`src/rtl/lsu_pkg.sv`:
```
// Shared definitions for the load/store unit: load-type codes, FSM encoding,
// bus size codes and the size/replication helpers used on the request side.
package lsu_pkg;

  localparam int unsigned DATA_W = 32;

  // Decoded load type
  typedef enum logic [2:0] {
    LT_LB  = 3'd0,
    LT_LBU = 3'd1,
    LT_LH  = 3'd2,
    LT_LHU = 3'd3,
    LT_LW  = 3'd4
  } load_type_e;

  // Access FSM encoding
  typedef enum logic [1:0] {
    ST_IDLE = 2'd0,
    ST_ADDR = 2'd1,
    ST_DATA = 2'd2,
    ST_DONE = 2'd3
  } lsu_state_e;

  // Bus size codes
  localparam logic [1:0] SZ_BYTE = 2'd0;
  localparam logic [1:0] SZ_HALF = 2'd1;
  localparam logic [1:0] SZ_WORD = 2'd2;

  // Load size from load type; unknown codes fall back to a word access
  function automatic logic [1:0] load_size(input logic [2:0] lt);
    case (lt)
      LT_LB, LT_LBU: load_size = SZ_BYTE;
      LT_LH, LT_LHU: load_size = SZ_HALF;
      default:       load_size = SZ_WORD;
    endcase
  endfunction

  // Store size from strobe count; an all-zero strobe issues as a byte write
  function automatic logic [1:0] store_size(input logic [3:0] wen);
    int unsigned n;
    n = $countones(wen);
    if (n == 4)      store_size = SZ_WORD;
    else if (n == 2) store_size = SZ_HALF;
    else             store_size = SZ_BYTE;
  endfunction

  // Replicate the low byte/half across the word so any lane sees it
  function automatic logic [DATA_W-1:0] replicate(input logic [1:0] sz,
                                                  input logic [DATA_W-1:0] d);
    case (sz)
      SZ_BYTE: replicate = {4{d[7:0]}};
      SZ_HALF: replicate = {2{d[15:0]}};
      default: replicate = d;
    endcase
  endfunction

endpackage

```
`src/rtl/lsu_load_ext.sv`:
```
// Read-side lane select and sign/zero extension (inverse of store replication).
module lsu_load_ext
  import lsu_pkg::*;
(
  input  logic [2:0]        i_load_type,
  input  logic [1:0]        i_addr_lo,
  input  logic [DATA_W-1:0] i_data_rdata,
  output logic [DATA_W-1:0] o_rdata_next
);

  logic [7:0]  w_byte;
  logic [15:0] w_half;

  // Pick the addressed lane, then extend according to load type
  always_comb begin
    w_byte       = i_data_rdata[7:0];
    w_half       = i_addr_lo[1] ? i_data_rdata[31:16] : i_data_rdata[15:0];
    o_rdata_next = i_data_rdata;
    case (i_addr_lo)
      2'd0: w_byte = i_data_rdata[7:0];
      2'd1: w_byte = i_data_rdata[15:8];
      2'd2: w_byte = i_data_rdata[23:16];
      2'd3: w_byte = i_data_rdata[31:24];
      default: w_byte = i_data_rdata[7:0];
    endcase
    case (i_load_type)
      LT_LB:   o_rdata_next = {{24{w_byte[7]}}, w_byte};
      LT_LBU:  o_rdata_next = {24'd0, w_byte};
      LT_LH:   o_rdata_next = {{16{w_half[15]}}, w_half};
      LT_LHU:  o_rdata_next = {16'd0, w_half};
      default: o_rdata_next = i_data_rdata;
    endcase
  end

endmodule

```
`src/rtl/lsu_sram_if.sv`:
```
// MEM-stage load/store unit: one outstanding SRAM-like bus access at a time.
// Optional feature macro: LSU_ALIGN_CHECK_EN enables misalignment exceptions
// (adel/ades) and suppresses the faulting access.
module lsu_sram_if
  import lsu_pkg::*;
#(
  parameter int unsigned ADDR_W = 32
) (
  input  logic              clk,
  input  logic              rst,
  input  logic              i_mem_en,
  input  logic              i_mem_wr,
  input  logic [3:0]        i_mem_wen,
  input  logic [2:0]        i_load_type,
  input  logic [ADDR_W-1:0] i_addr,
  input  logic [DATA_W-1:0] i_wdata,
  output logic              o_stall,
  output logic              o_done,
  output logic [DATA_W-1:0] o_rdata,
  output logic              o_adel,
  output logic              o_ades,
  output logic              o_data_req,
  output logic              o_data_wr,
  output logic [1:0]        o_data_size,
  output logic [ADDR_W-1:0] o_data_addr,
  output logic [DATA_W-1:0] o_data_wdata,
  input  logic              i_data_addr_ok,
  input  logic              i_data_data_ok,
  input  logic [DATA_W-1:0] i_data_rdata
);

  lsu_state_e        r_state;
  logic              r_req;
  logic              r_done;
  logic              r_wr;
  logic [1:0]        r_size;
  logic [ADDR_W-1:0] r_addr;
  logic [DATA_W-1:0] r_wdata;
  logic [2:0]        r_lt;
  logic [DATA_W-1:0] r_rdata;

  logic [1:0]        w_size;
  logic              w_adel;
  logic              w_ades;
  logic              w_err;
  logic              w_idle;
  logic [DATA_W-1:0] w_rdata_next;

  // Request-side decode and address-error detection (only meaningful in IDLE)
  always_comb begin
    w_idle = (r_state == ST_IDLE);
    w_size = i_mem_wr ? store_size(i_mem_wen) : load_size(i_load_type);
`ifdef LSU_ALIGN_CHECK_EN
    w_adel = w_idle & i_mem_en & ~i_mem_wr &
             (((w_size == SZ_HALF) & i_addr[0]) |
              ((w_size == SZ_WORD) & (i_addr[1:0] != 2'b00)));
    w_ades = w_idle & i_mem_en & i_mem_wr & (i_mem_wen == 4'b0000);
`else
    w_adel = 1'b0;
    w_ades = 1'b0;
`endif
    w_err  = w_adel | w_ades;
  end

  lsu_load_ext u_load_ext (
    .i_load_type  (r_lt),
    .i_addr_lo    (r_addr[1:0]),
    .i_data_rdata (i_data_rdata),
    .o_rdata_next (w_rdata_next)
  );

  // Access FSM with registered bus request, done pulse and load result
  always_ff @(posedge clk or posedge rst) begin
    if (rst) begin
      r_state <= ST_IDLE;
      r_req   <= 1'b0;
      r_done  <= 1'b0;
      r_wr    <= 1'b0;
      r_size  <= 2'd0;
      r_addr  <= '0;
      r_wdata <= '0;
      r_lt    <= 3'd0;
      r_rdata <= '0;
    end else begin
      case (r_state)
        ST_IDLE: begin
          r_done <= 1'b0;
          if (i_mem_en && !w_err) begin
            r_state <= ST_ADDR;
            r_req   <= 1'b1;
            r_wr    <= i_mem_wr;
            r_size  <= w_size;
            r_addr  <= i_addr;
            r_wdata <= replicate(w_size, i_wdata);
            r_lt    <= i_load_type;
          end
        end
        ST_ADDR: begin
          if (i_data_addr_ok) begin
            r_req <= 1'b0;
            if (i_data_data_ok) begin
              r_rdata <= w_rdata_next;
              r_done  <= 1'b1;
              r_state <= ST_DONE;
            end else begin
              r_state <= ST_DATA;
            end
          end
        end
        ST_DATA: begin
          if (i_data_data_ok) begin
            r_rdata <= w_rdata_next;
            r_done  <= 1'b1;
            r_state <= ST_DONE;
          end
        end
        ST_DONE: begin
          r_done  <= 1'b0;
          r_state <= ST_IDLE;
        end
        default: r_state <= ST_IDLE;
      endcase
    end
  end

  // Pipeline hold: a new accepted access or one still in flight
  always_comb begin
    o_stall = (w_idle & i_mem_en & ~w_err) |
              (r_state == ST_ADDR) | (r_state == ST_DATA);
  end

  assign o_adel       = w_adel;
  assign o_ades       = w_ades;
  assign o_done       = r_done;
  assign o_rdata      = r_rdata;
  assign o_data_req   = r_req;
  assign o_data_wr    = r_wr;
  assign o_data_size  = r_size;
  assign o_data_addr  = r_addr;
  assign o_data_wdata = r_wdata;

endmodule

```
`config.mk`:
```
export PLATFORM = sky130hd
export DESIGN_NAME = lsu_sram_if
export DESIGN_NICKNAME = d
export VERILOG_FILES = /design/src/rtl/lsu_pkg.sv /design/src/rtl/lsu_load_ext.sv /design/src/rtl/lsu_sram_if.sv
export SDC_FILE = /design/constraint.sdc
export NUM_CORES = 1
export LEC_CHECK = 0
export ABC_CLOCK_PERIOD_IN_PS = 5400
export CAP_MARGIN = 20
export CORE_AREA = 2 2 102 203
export DETAILED_ROUTE_END_ITERATION = 16
export DIE_AREA = 0 0 104 205
export SLEW_MARGIN = 25
export SYNTH_ARGS = -nofsm -noshare
export SYNTH_HDL_FRONTEND = slang
export SYNTH_SLANG_ARGS = --single-unit
```
`constraint.sdc`:
```
create_clock -name clk -period 5.4 [get_ports clk]
set_input_delay 0.54 -clock clk [delete_from_list [all_inputs] [get_ports clk]]
set_output_delay 0.54 -clock clk [all_outputs]
set_load 0.01 [all_outputs]
```
-- Word-level counts from Yosys, hierarchy flattened
Cells that the tools add are included.
- bits of input ports: 109
- word-level logic and storage cells: 69
- register bits: 106
- output and inout port bits: 104
- mux-type cells: 22
- reduce and logical (&&, ||, !) cells: 14
- bitwise operators: 3
- add/sub/neg operators: 3
- equal/unequal tests: 18
- operators with widths (operator ; number):
    32-bit case mux with 2 select lines ; 2
    32-bit case mux with 4 select lines ; 1
    32-bit two-way mux ; 2
    8-bit case mux with 4 select lines ; 1
    16-bit two-way mux ; 1
    3-bit by 2-bit == test with 1-bit output, second input constant ; 5
    2-bit two-way mux ; 5
    2-bit == test, second input constant ; 4
    2-bit case mux with 4 select lines ; 1
    2-bit by 1-bit == test with 1-bit output, second input constant ; 3
    3-bit by 1-bit == test with 1-bit output, second input constant ; 2
    2-bit logical NOT ; 3
    3-bit logical NOT ; 2
    1-bit two-way mux ; 6
    2-bit != test, second input constant ; 3
    3-bit AND reduction ; 2
    2-bit OR reduction ; 3
    1-bit by 1-bit adder with 2-bit output ; 2
    2-bit case mux with 2 select lines ; 1
    2-bit AND reduction ; 2
    2-bit nonzero test ; 2
    2-bit by 2-bit adder with 3-bit output ; 1
    3-bit == test, second input constant ; 1
    1-bit case mux with 3 select lines ; 1
    other kinds (3) ; 4

-- Longest topological paths before layout
Gate-level depths: netlist of run 1.
- word-level depth: 8
- mapped depth: 11
- gate-level depth less buffers: 9

-- Modules after synthesis
From an unflattened synthesis of run 1, not the netlist that was laid out.
- cells, all modules: 543
- area, all modules: 5177.5 sq um
- modules (own cells, without submodules) (module ; area each (sq um) ; sequential area each (sq um) ; times used ; cells an instance):
    lsu_sram_if ; 4438.0 ; 2652.5 ; 1 ; 420
    lsu_load_ext ; 739.5 ; 0.0 ; 1 ; 123

-- Worst setup path after synthesis of run 1
No wires, ideal clock.
- path kind: in2reg
- start point: input port i_mem_wen[0]
- end point: register r_wdata[8], in the netlist o_data_wdata[8]
- required time: 5.259 ns
- setup time: 0.141 ns
- path buffers: 2
- data arrival time: 2.670 ns
- stages: 11
- slack: 2.589 ns
- cell sequence: inv_1 fa_1 inv_1 ha_1 ha_1 and4bb_2 or2_2 clkbuf_1 clkbuf_1 o21ai_0 a31oi_1
- cells in the longest elaborated chain, start to end: 8
- elaborated cells between the ends (all ways): 10
- ends and longest elaborated chain (what ; RTL line ; RTL):
    start, declared ; lsu_sram_if.sv:13 ; input logic [3:0] i_mem_wen,
    1-bit by 1-bit adder with 2-bit output (not written as such) * ; lsu_pkg.sv:41 ; n = $countones(wen);
    2-bit by 2-bit adder with 3-bit output (not written as such) * ; lsu_pkg.sv:41 ;
    3-bit by 2-bit == test with 1-bit output ; lsu_pkg.sv:43 ; else if (n == 2) store_size = SZ_HALF;
    1-bit two-way mux ; lsu_pkg.sv:43 ;
    2-bit two-way mux * ; lsu_pkg.sv:42 ; if (n == 4) store_size = SZ_WORD;
    2-bit two-way mux * ; lsu_sram_if.sv:52 ; w_size = i_mem_wr ? store_size(i_mem_wen) : load_size(i_load_type);
    2-bit by 1-bit == test with 1-bit output or 2-bit logical NOT (tied branches) ; lsu_pkg.sv:50 ; case (sz)
    32-bit case mux with 2 select lines * ; lsu_pkg.sv:50 ;
    end signal, assigned ; lsu_sram_if.sv:94 ; r_wdata <= replicate(w_size, i_wdata);
    end, declared ; lsu_sram_if.sv:38 ; logic [DATA_W-1:0] r_wdata;
Every way passes the cells marked *; elsewhere a longest branch is shown, timed or not.
A chain may end at the register's enable or synchronous reset.

-- Worst setup path after layout of run 1
- start point: input port i_mem_wen[0]
- end point: register r_wdata[31], in the netlist o_data_wdata[31]
Same word-level chain as after synthesis.

==> impl_metrics.py, run 1 <==
metrics = {
    "placement": {
        "placement.io_buffers": 210,
        "gp_congestion": 0.810,
        "place_area_um2": 7190,
        "dp.final_hpwl_um": 12700,
    },
    "critical_path": {
        "critPathLaunchType": "input port",
        "required_ps": 5670,
        "ff2ff_path_depth": 7,
        "crit-reg2reg-launch": "r_state[1]$_DFFE_PP0P_",
        "reg2reg_slack_ps": 2630,
        "endpoint_kind": "flip-flop",
        "arrival_ps": 3390,
        "cp_max_fo": 24,
        "reg2reg_to": "o_data_wdata[31]$_DFFE_PP0P_",
        "crit_type": "in2reg",
    },
    "power": {
        "irDropWorstVdd_uv": 181,
        "power.leakage_nw": 3.20,
        "power_density_nw_per_um2": 545,
    },
    "sta": {
        "fin_crit_sh_pct": 57.8,
        "slew_headroom_pct": 36.6,
        "fin_crit_ps": 3120,
        "rsz0062_at_grt": "false",
        "worstMarginPinSlew_ps": 947,
        "skew_ps": 10.2,
        "setup_tns_ps": 0,
        "hold_ws_ps": 477,
        "hold_violations": 0,
        "final-setup-viol-count": 0,
        "finalMaxSlewViolations": 0,
        "maxClockFrequency_ghz": 0.320,
    },
    "layout": {
        "layout_common_cells": "clkdlybuf4s50_1 (210), nand2_1 (172), dfrtp_1 (105), nor2_1 (49), a21oi_1 (31)",
        "design_area_um2": 7450,
        "layout-drive-gt1-share_pct": 5.03,
        "nFillCells": 2037,
        "ff_latch_area_um2": 2650,
        "diodes": 0,
        "synthToLayoutAreaGrowth_pct": 53.4,
        "multiInputGateArea_um2": 2010,
        "final_common_cell": "clkdlybuf4s50_1",
        "nets": 849,
    },
    "yosys": {
        "yosysUniqueCellTypes": 41,
        "yosysTopAreaCell": "dfrtp_1",
        "synth_simple_gate_area_share_pct": 22.4,
        "synth-seq-area-share_pct": 54.6,
        "synth_xor_area_share_pct": 0,
        "ys_ff_latch": 106,
        "synthArstFlopShare_pct": 100,
        "ys.flop_type": "dfrtp_1",
        "syn_inst": 541,
        "synth_warnings": 0,
        "synthAdderAreaFrac_pct": 1.96,
        "synth_edf_count": 0,
        "synthTopCellsByArea": "dfrtp_1 (55%), nand2_1 (13%), nor2_1 (3.8%)",
        "synth_top_family_by_area": "simple AND/OR/NAND/NOR gates",
        "synth_compound_area_share_pct": 13.9,
        "synthMuxAreaShare_pct": 2.94,
        "syn_area_um2": 4860,
        "avgSynthCellArea_um2": 8.98,
        "netlist.area_leader.share_pct": 54.6,
    },
    "job": {
        "drv_cap": 0,
    },
    "clocking": {
        "htree_num_levels": 3,
        "cts_resized": 0,
        "insertion_delay_ps": 350,
        "clkTransAtPathRegs_ps": 70,
        "tritoncts": "done",
        "cts_root_buf": "clkbuf_16",
        "post_cts_buffers": 0,
        "ctsLongestPathBuffers": 2,
        "clock-sinks": 106,
        "postCtsHoldBufs": 0,
        "cts_made_buffers": 9,
    },
    "min_path": {
        "holdPathEnd": "o_data_addr[26]$_DFFE_PP0P_",
        "min-delay-start": "o_data_addr[26]$_DFFE_PP0P_",
        "min_path_type": "reg2reg",
        "holdPathStages": 2,
    },
    "drt": {
        "wirelength_um": 17000,
        "vias_per_cell": 4.55,
        "drt_iter0_drc": 189,
        "wl_per_cell_um": 17.0,
        "drt_first_pass_iters": 5,
        "num_vias": 4536,
        "drc": 0,
        "detail-route-antenna-nets": 0,
    },
    "floorplan": {
        "die_area_um2": 21300,
        "io_pins": 213,
        "die_x_um": 104,
        "core_um2": 19700,
        "rows": 73,
        "start_util_pct": 24.6,
        "fp.dieH_um": 205,
    },
    "global_route": {
        "use_met2_pct": 30.6,
        "grt_pass1_wl_um": 26400,
        "grt_use_met3_pct": 4.33,
        "grt_max_degree": 71,
        "grt_pass1_vias": 4693,
        "busiest_layer": "met2",
        "grt_remaining_overflow": 0,
        "grt_usage_pct": 16.3,
        "use_met1_pct": 15.8,
        "antenna_found_initial": 0,
    },
    "run_status": {
        "outcome": "finished, final reports clean",
    },
}
[worst max-delay path, stage by stage]
cell and delay [ps]:
clkdlybuf4s50_1 450, inv_1 50, fa_1 520, inv_1 40
ha_1 190, ha_1 310, and4bb_2 240, or2_2 490
or3_1 450, o211ai_1 100
[layout make-up]
class                      instances  share of cell area (%)
sequential                       106                    35.6
inverter                          12                   0.638
timing repair buffer             216                    28.8
multi-input combinational        388                    27.0
clock inverter                     2                   0.202
tap                              262                    4.40
clock buffer                      12                    3.31
[routing by layer]
| metal | up-vias | part of all wire (%) |
|---|---|---|
| li1 | 2201 | - |
| met1 | 2142 | 34 |
| met2 | 158 | 56 |
| met3 | 35 | 5.8 |
| met4 | 0 | 4.7 |
| met5 | - | 0 |
[cells in the mapped netlist (2+ instances only)]
cell type,number
nand2_1,173
dfrtp_1,106
nor2_1,49
a21oi_1,31
a31oi_1,25
clkbuf_1,25
o21ai_0,19
inv_1,12
nor3b_1,11
mux2_2,8
nand3_1,8
a222oi_1,7
a22oi_1,7
buf_2,7
a211oi_1,6
ha_1,6
or3_1,4
mux2i_1,3
nand2b_1,3
nand3b_1,3
nor2b_1,3
and2_1,2
buf_4,2
o211ai_1,2
o21bai_1,2
o221a_2,2
[flip-flops by register name, summed over array words and instances (netlist names)]
register / flops
o_data_wr: 1
o_done: 1
r_state: 2
o_data_req: 1
o_data_wdata: 32
o_data_addr: 32
o_rdata: 32
r_lt: 3
o_data_size: 2
[how the worst max path moves through the flow]
stage                           startpoint                            to  cells past startpoint  slack, ps
global route        r_state[1]$_DFFE_PP0P_                       o_stall                      5       2100
detailed placement            i_mem_wen[0]  o_data_wdata[31]$_DFFE_PP0P_                     10       1910
CTS                 r_state[1]$_DFFE_PP0P_                       o_stall                      5       2260
floorplan                              rst    o_data_addr[0]$_DFFE_PP0P_                      1       2070
finish                        i_mem_wen[0]  o_data_wdata[31]$_DFFE_PP0P_                     10       2280
global placement              i_mem_wen[0]  o_data_wdata[31]$_DFFE_PP0P_                     10       1970
[stage by stage]
step	utilization, %	cells	power [mW]	worst slack [ps]
2_1_floorplan	-	542	2.37	2070
3_3_place_gp	36.4	984	3.46	1970
3_5_place_dp	36.4	984	3.49	1910
4_1_cts	37.8	998	4.13	2260
5_1_grt	37.8	998	4.37	2100
6_report	37.8	998	4.06	2280
[kinds of logic after synthesis]
kind of cell    after synthesis
flops                       106
mux                          12
simple gates                260
fa+ha+maj                     7
buf+inv                      48
compound gates              107
other cells                   1
[report_power, final]
part           total [mW]  switching [mW]  internal [mW]  leakage, nW
clock network       0.616           0.294          0.321        0.121
registers            1.47           0.291           1.18         1.26
logic                1.97           0.927           1.04         1.81
total                4.06            1.51           2.55         3.20
Note: power is estimated with default switching activity, not from simulation.
==> inputs of run 2 (changes only) <==
ABC_CLOCK_PERIOD_IN_PS = 2600   (was 5400)
clock period = 2.6 ns   (was 5.4 ns; I/O delays follow)
==> run 2 against run 1 <==
First-iteration DRC count is 12% lower; register-to-register slack worse by 2200 ps; worst hold slack worse by 130 ps; critical path depth is 1 higher; clock skew is 1.0 ps higher; sequential cell count stayed put; clock power is 110% higher; critical path type unchanged; largest cell class unchanged.
==> impl_metrics.py, run 2 (same netlist as run 1, synthesis figures left out) <==
metrics = {
    "power": {
        "power.leakage_nw": 3.34,
        "finalPower_mw": 8.64,
        "p_int_mw": 5.45,
        "power_density_nw_per_um2": 1110,
        "seqPwrFrac_pct": 34.2,
        "switchingPower_mw": 3.19,
        "p_sw_share_pct": 36.9,
        "combPwrFrac_pct": 50.5,
        "pwr-share-clk_pct": 15.3,
        "irDropWorstVdd_uv": 426,
    },
    "job": {
        "drv_cap": 0,
    },
    "global_route": {
        "grt_pass1_wl_um": 26900,
        "grt_max_degree": 50,
        "antenna_found_initial": 0,
        "grt_remaining_overflow": 0,
        "grt_pass1_vias": 4824,
        "grt_usage_pct": 16.3,
    },
    "drt": {
        "wl_per_cell_um": 17.1,
        "wirelength_um": 17400,
        "routedLengthMet1_um": 6040,
        "drc": 0,
        "detail-route-antenna-nets": 0,
        "vias_per_cell": 4.56,
        "wl_met3_um": 825,
        "highest_layer": "met4",
        "drt_first_pass_iters": 4,
        "dr_wl_met2_um": 9910,
        "num_vias": 4640,
        "drt_iter0_drc": 167,
    },
    "floorplan": {
        "start_util_pct": 24.6,
        "fp.dieH_um": 205,
        "rows": 73,
        "io_pins": 213,
        "die_area_um2": 21300,
        "die_x_um": 104,
        "core_um2": 19700,
    },
    "layout": {
        "nFillCells": 2032,
        "final_common_cell": "clkdlybuf4s50_1",
        "instances_no_fill": 1018,
        "multiInputGateArea_um2": 2060,
        "layout-drive-gt1-share_pct": 8.73,
        "diodes": 0,
        "nets": 868,
        "ff_latch_area_um2": 2650,
        "synthToLayoutAreaGrowth_pct": 59.9,
        "layout_common_cells": "clkdlybuf4s50_1 (210), nand2_1 (172), dfrtp_1 (106), nor2_1 (49), a21oi_1 (31)",
        "utilization_pct": 39.4,
    },
    "placement": {
        "placement.io_buffers": 210,
        "numPlacedInstances": 1001,
        "place_ws_ps": -373,
        "dp.final_hpwl_um": 13300,
        "gp_congestion": 0.811,
    },
    "critical_path": {
        "cp_max_fo": 6,
        "cp_slowest_cell": "fa_1",
        "arrival_ps": 2710,
        "critPathLaunchType": "input port",
        "path_common_cell": "inv_1",
        "crit_type": "in2reg",
        "endpoint_kind": "flip-flop",
        "required_ps": 2810,
        "cpPeakStageDelay_ps": 520,
        "crit_chain": "clkdlybuf4s50_1 -> inv_1 -> fa_1 -> inv_1 -> ha_2 -> ha_4 -> and4bb_2 -> or2_4 -> buf_12 -> a22oi_1 -> a31oi_1",
    },
    "clocking": {
        "ctsLongestPathBuffers": 2,
        "post_cts_buffers": 0,
        "clock-sinks": 106,
        "clkTransAtPathRegs_ps": 70,
        "htree_num_levels": 3,
        "insertion_delay_ps": 350,
        "cts_made_buffers": 9,
        "postCtsHoldBufs": 0,
        "tritoncts": "done",
        "cts_root_buf": "clkbuf_16",
    },
    "sta": {
        "final-setup-viol-count": 0,
        "setup_ws_ps": 95.3,
        "fin_crit_sh_pct": 96.3,
        "worstMarginPinSlew_ps": 663,
        "slew_headroom_pct": 55.8,
        "skew_ps": 11.2,
        "finalMaxSlewViolations": 0,
        "maxClockFrequency_ghz": 0.399,
        "hold_violations": 0,
        "fin_crit_ps": 2500,
    },
    "run_status": {
        "outcome": "finished, final reports clean",
    },
    "min_path": {
        "min_path_type": "in2async",
    },
}
==> run 2: what timing repair did <==
action                                 4_1_cts  5_1_grt
gates resized for setup                      0       17
setup endpoints to repair                    0       19
endpoints found under the hold margin        0        0
==> run 2: layout make-up <==
| class | count | area share (%) |
|---|---|---|
| Inverter | 12 | 0.628 |
| Sequential cell | 106 | 34.2 |
| Multi-Input combinational cell | 388 | 26.6 |
| Tap cell | 262 | 4.22 |
| Clock inverter | 2 | 0.161 |
| Clock buffer | 13 | 3.35 |
| Timing Repair Buffer | 235 | 30.9 |
==> run 2: worst max-delay path, delay by kind of cell <==
kind                     cells  cell delay [ps]
AO/OA/AOI/OAI                2              270
adder cells (fa/ha/maj)      3              960
buffers and inverters        4              690
AND/OR/NAND/NOR              2              520
==> run 2: metrics by stage <==
| stage | setup TNS [ps] | cell area, µm² | hold WS [ps] |
|---|---|---|---|
| 6_report | 0 | 7770 | 345 |
| 5_1_grt | -9.16 | 7770 | 396 |
| 4_1_cts | 0 | 7660 | 361 |
| 3_5_place_dp | -7470 | 7390 | 462 |
| 3_3_place_gp | -6440 | 7390 | 458 |
| 2_1_floorplan | 0 | 4860 | 365 |
==> run 2: metal layers <==
metal	up-vias	track usage, %
li1	2238	-
met1	2224	16.3
met4	0	8.11
met3	30	3.28
met2	148	31.5
met5	-	0
==> run 2: power by group through the flow <==
stage                     Clock (mW)  Sequential (mW)  Combinational (mW)
final                           1.32             2.95                4.37
after global routing            1.41             3.07                4.79
after CTS                       1.36             2.97                4.42
after detailed placement           0             2.99                4.41
after global placement             0             2.97                4.35
after floorplan                    0             3.24                1.69
==> run 2: final timing paths <==
| path | startpoint | end | slack, ps | cells after the start |
|---|---|---|---|---|
| max reg2reg | r_state[0]$_DFFE_PP0P_ | o_data_wdata[11]$_DFFE_PP0P_ | 450 | 7 |
| min in group clk | i_addr[20] | o_data_addr[20]$_DFFE_PP0P_ | 440 | 3 |
| max in group asynchronous | rst | o_data_wdata[2]$_DFFE_PP0P_ | 1590 | 3 |
| max | i_mem_wen[3] | o_data_wdata[29]$_DFFE_PP0P_ | 100 | 11 |
| min reg2reg | o_data_wdata[4]$_DFFE_PP0P_ | o_data_wdata[4]$_DFFE_PP0P_ | 480 | 2 |
| min | rst | o_data_addr[6]$_DFFE_PP0P_ | 350 | 2 |
